File: config.mk
export PLATFORM = sky130hd
export DESIGN_NAME = fc_argmax_8_16
export DESIGN_NICKNAME = d
export VERILOG_FILES = /design/src/rtl/fc_pkg.sv /design/src/rtl/fc_argmax_8_16.sv
export SDC_FILE = /design/constraint.sdc
export NUM_CORES = 1
export LEC_CHECK = 0
export ABC_AREA = 1
export CAP_MARGIN = 25
export CORE_MARGIN = 2
export CORE_UTILIZATION = 45
export CTS_CLUSTER_SIZE = 10
export DETAILED_ROUTE_END_ITERATION = 12
export PLACE_DENSITY = 0.78
export SYNTH_ARGS = -nofsm -noshare
export SYNTH_HDL_FRONTEND = slang
export SYNTH_SLANG_ARGS = --single-unit
export TNS_END_PERCENT = 100
File: constraint.sdc
create_clock -name clk -period 2.2 [get_ports clk]
set_clock_uncertainty 0.1 [all_clocks]
set_input_delay 0.22 -clock clk [delete_from_list [all_inputs] [get_ports clk]]
set_output_delay 0.22 -clock clk [all_outputs]
set_load 0.005 [all_outputs]
File: src/rtl/fc_pkg.sv
// Shared constants and types for the fc layer and its downstream classifier stage.
package fc_pkg;

  localparam int FC_WIDTH = 16;
  localparam int FC_OUT_N = 8;

  typedef logic signed [FC_WIDTH-1:0] fc_data_t;

  typedef enum {OUT_EMPTY, OUT_FULL} out_state_t;

endpackage

File: src/rtl/fc_argmax_8_16.sv
// Argmax classifier: scans N signed words per vector and emits {max value, index}.
// The next vector's scan overlaps with holding the previous result in the output register.
module fc_argmax_8_16
  import fc_pkg::*;
#(
  parameter int  WIDTH = FC_WIDTH,
  parameter int  N     = FC_OUT_N,
  localparam int LOGN  = (N > 1) ? $clog2(N) : 1
) (
  input  logic                    clk,
  input  logic                    reset,
  input  logic                    input_valid,
  output logic                    input_ready,
  input  logic signed [WIDTH-1:0] input_data,
  output logic                    output_valid,
  input  logic                    output_ready,
  output logic signed [WIDTH-1:0] output_data,
  output logic [LOGN-1:0]         output_index
);

  // Handshakes: a word moves when input_valid & input_ready, a result moves when
  // output_valid & output_ready, both at the rising edge of clk.
  localparam logic [LOGN-1:0] LAST = LOGN'(N - 1);

  logic [LOGN-1:0]         cnt;
  logic signed [WIDTH-1:0] best_val;
  logic [LOGN-1:0]         best_idx;

  out_state_t state, state_next;

  logic                    in_xfer, out_xfer, at_last, complete, take;
  logic signed [WIDTH-1:0] win_val;
  logic [LOGN-1:0]         win_idx;

  // output_ready reaches input_ready combinationally: the last word of a vector is
  // accepted in the same cycle the pending result is taken downstream.
  assign at_last     = (cnt == LAST);
  assign input_ready = !(at_last && output_valid && !output_ready);
  assign in_xfer     = input_valid && input_ready;
  assign out_xfer    = output_valid && output_ready;
  assign complete    = in_xfer && at_last;

  // Strict greater-than keeps the earliest index on ties; word 0 always loads.
  assign take    = (cnt == '0) || (input_data > best_val);
  assign win_val = take ? input_data : best_val;
  assign win_idx = take ? cnt : best_idx;

  always_ff @(posedge clk) begin
    if (reset) begin
      cnt      <= '0;
      best_val <= '0;
      best_idx <= '0;
    end else if (in_xfer) begin
      cnt      <= at_last ? '0 : cnt + 1'b1;
      best_val <= win_val;
      best_idx <= win_idx;
    end
  end

  always_ff @(posedge clk) begin
    if (reset) begin
      output_data  <= '0;
      output_index <= '0;
    end else if (complete) begin
      output_data  <= win_val;
      output_index <= win_idx;
    end
  end

  always_ff @(posedge clk) begin
    if (reset) state <= OUT_EMPTY;
    else       state <= state_next;
  end

  // A completion while FULL only happens together with out_xfer (input_ready
  // guarantees it), so FULL simply stays FULL and the new result replaces the old.
  always_comb begin
    state_next = state;
    case (state)
      OUT_EMPTY: if (complete) state_next = OUT_FULL;
      OUT_FULL:  if (out_xfer && !complete) state_next = OUT_EMPTY;
      default:   state_next = OUT_EMPTY;
    endcase
  end

  always_comb begin
    output_valid = (state == OUT_FULL);
  end

endmodule

==> run_results.csv <==
group,metric,value,unit
run_status,status,"completed",
global_route,first_global_vias,2311,
yosys,syn_inst,360,
power_and_ir_drop,seq_power_share,0.446,
global_route,grt_pass1_wl,10200,microns
power_and_ir_drop,p_comb_frac,0.273,
die,io_pins,41,
cts,cts-htree-levels,2,
final_layout,antenna_cells,0,
power_and_ir_drop,cell_internal_pwr,1260,uW
flow_run,maxCapViolCount,0,
yosys,synth_fa_ha_area_frac,0.0926,
die,die_h,79.5,microns
yosys,ys_seq_area_frac,0.327,
die,core,5510,sq um
final_layout,regArea,851,sq um
final_layout,fin_cells,476,
cts,cts.sinks,42,
worst_setup_path,cp.arrival,2.25,ns
drt,via_per_inst,5.05,
worst_setup_path,worstSetupEndpointType,"flop",
sta,min_period,2.15,ns
power_and_ir_drop,p_sw,589,uW
worst_setup_path,criticalPathCategory,"input port to flop",
placed_design,placed_cells,466,
yosys,synth-simple-area-share,0.315,
global_route,grt_max_degree,25,
yosys,synth_top_family_by_area,"simple AND/OR/NAND/NOR gates",
drt,vias,2406,
placed_design,io_buffers,40,
power_and_ir_drop,switching_share,0.319,
sta,fin_tns_setup,0,ns
drt,drc,0,
sta,slew_violations,0,
cts,cts_tree,"built",
worst_setup_path,cp_slowest_cell,"clkdlybuf4s50_1",
sta,period_share,0.978,
placed_design,hpwl,4270,microns
worst_setup_path,cp_slowest_stage_delay,0.48,ns
power_and_ir_drop,irDropWorstVdd,0.268,mV
yosys,avgSynthCellArea,7.13,sq um
sta,relSlewSlack,0.814,
drt,dr.pass1.iters,4,
yosys,ys_ff_latch,42,
sta,tightest_slew,0.279,ns
global_route,antenna_found_initial,0,
global_route,grt_util_all_layers,0.201,
yosys,synthMuxAreaShare,0,
yosys,yosysTopAreaCell,"dfxtp_1",
worst_setup_path,path_cells,"clkdlybuf4s50_1 -> ha_4 -> nand2_2 -> nor2_4 -> nand3_2 -> nand3_2 -> nand2_2 -> nand3_2 -> nand3_4 -> buf_4 -> nand3_2 -> nand3_1 -> nand2_1 -> inv_1",
final_layout,post_route_cells_drive_above_1_share,0.156,
die,core.rowCount,27,
final_layout,multiInputGateArea,1410,sq um
placed_design,place_area,3020,sq um
hold_path,hold_class,"input port to flop",
die,start_util,0.466,
final_layout,fill_cells,474,
yosys,synth_compound_area_frac,0.110,
cts,cts_buffers,5,
drt,wirelength,6300,microns
drt,ant_nets,0,
drt,first_iter_violations,149,
power_and_ir_drop,p_leak,0.00165,uW
sta,finalSetupViolations,0,
yosys,synth_area_leaders,"dfxtp_1, nand2_1, inv_1",
yosys,syn_area,2570,sq um
yosys,ys_types,28,
worst_setup_path,path_common_cell,"nand3_2",
power_and_ir_drop,powerDensity,568,nW/um^2
cts,clk_pin_slew,0.08,ns
sta,grt_setup_unrepaired,"yes",
yosys,syn_nets,399,
cts,clk_root_buffer_cell,"clkbuf_8",
cts,clk-insertion-delay-late,0.29,ns
cts,cts.path.max_buffers,2,
final_layout,layout.nets,442,
sta,finalHoldViolCount,0,
placed_design,globalplace.congestion,0.865,
worst_setup_path,required,2.30,ns
sta,clock.fmax,465,MHz
final_layout,syn_to_final_growth,26.7,%
die,die_x,79.5,microns
cts,holdBufCountCts,0,
yosys,yosysWarnings,0,
worst_setup_path,crit_path_start_kind,"input port",
yosys,synth_xor_area_frac,0,
final_layout,fin_area,3250,sq um
power_and_ir_drop,pwr-share-clk,0.282,
drt,wire_per_inst,13.2,microns
global_route,globalRoute.totalOverflow,0,
die,dieArea,6330,sq um
yosys,yosysTopAreaCellShare,0.327,
worst_setup_path,crit_fanout,6,
-- stage by stage --
| step | utilization | setup WS (ns) | hold WS (ns) | total power (uW) |
|---|---|---|---|---|
| final | 0.591 | 0.0489 | 0.283 | 1850 |
| after detailed placement | 0.549 | -0.256 | 0.393 | 1260 |
| after floorplan | - | 0.223 | 0.329 | 1160 |
| after CTS | 0.565 | 0.0240 | 0.405 | 1780 |
| after global placement | 0.549 | -0.200 | 0.384 | 1250 |
| after global routing | 0.591 | -0.0863 | 0.308 | 1950 |
-- registers in the layout, indices dropped and copies added, names as in the netlist --
signal,flops
best_idx,3
best_val,16
cnt,3
output_data,16
output_index,3
state,1
-- routing by layer --
metal | vias up | track usage | share of wire
li1 | 1218 | - | -
met1 | 1101 | 0.240 | 0.42
met2 | 76 | 0.360 | 0.51
met3 | 11 | 0.0351 | 0.052
met4 | 0 | 0.0741 | 0.019
met5 | - | 0 | 0
-- power by group through the flow --
stage / clock [uW] / combinational [uW] / sequential (uW)
3_3_place_gp: 0 / 413 / 836
5_1_grt: 568 / 553 / 827
2_1_floorplan: 0 / 330 / 832
6_report: 520 / 504 / 823
3_5_place_dp: 0 / 427 / 838
4_1_cts: 534 / 430 / 820
-- layout by cell type (no fill, tap or decap), drive strengths merged --
master / synthesis / final
nand3: 63 / 63
buf: 10 / 12
o21a: 19 / 19
nor3: 2 / 2
clkinv: 0 / 1
nand4: 2 / 2
ha: 19 / 19
a21oi: 20 / 20
o21ai: 5 / 5
o21bai: 1 / 1
dfxtp: 42 / 42
clkdlybuf4s50: 0 / 38
nor2: 14 / 14
clkbuf: 7 / 8
nand2: 82 / 82
dlymetal6s2s: 0 / 2
inv: 74 / 74
-- final timing paths --
check | start | slack [ns] | depth (start not counted) | to
worst max-delay path | input_data[7] | 0.05 | 14 | output_data[6]$_SDFFE_PP0P_
worst min-delay path | input_data[15] | 0.28 | 5 | best_val[15]$_SDFFE_PP0P_
worst max register to register | best_val[13]$_SDFFE_PP0P_ | 0.07 | 15 | output_data[6]$_SDFFE_PP0P_
worst min register to register | cnt[1]$_SDFFE_PP0P_ | 0.41 | 2 | cnt[1]$_SDFFE_PP0P_
-- timing repair --
| action | 4_1_cts | 5_1_grt |
|---|---|---|
| gates resized for setup | 0 | 23 |
| setup buffers | 0 | 1 |
| endpoints found under the setup margin | 0 | 36 |
-- worst max-delay path, delay by kind of cell --
kind,cells,cell delay (ns)
adders and majority gates,1,0.30
buffers and inverters,3,0.71
and+or+nand+nor,10,1.02
-- logic make-up after synthesis --
kind of cell	count (synthesis)
flip-flops	42
AND/OR/NAND/NOR	163
adder cells (fa/ha/maj)	19
AO/OA/AOI/OAI	45
buffers and inverters	91
-- Yosys cell counts (all sizes together) --
| cell type | n |
|---|---|
| a21oi | 20 |
| buf | 10 |
| clkbuf | 7 |
| dfxtp | 42 |
| ha | 19 |
| inv | 74 |
| nand2 | 82 |
| nand3 | 63 |
| nand4 | 2 |
| nor2 | 14 |
| nor3 | 2 |
| o21a | 19 |
| o21ai | 5 |
| o21bai | 1 |
-- final cells by class --
| type | instances | share of cell area |
|---|---|---|
| Clock buffer | 7 | 0.0265 |
| Clock inverter | 1 | 0.00154 |
| Inverter | 74 | 0.0854 |
| Multi-Input combinational cell | 227 | 0.433 |
| Sequential cell | 42 | 0.262 |
| Tap cell | 72 | 0.0277 |
| Timing Repair Buffer | 53 | 0.164 |
Power figures use the tool's default switching activity.
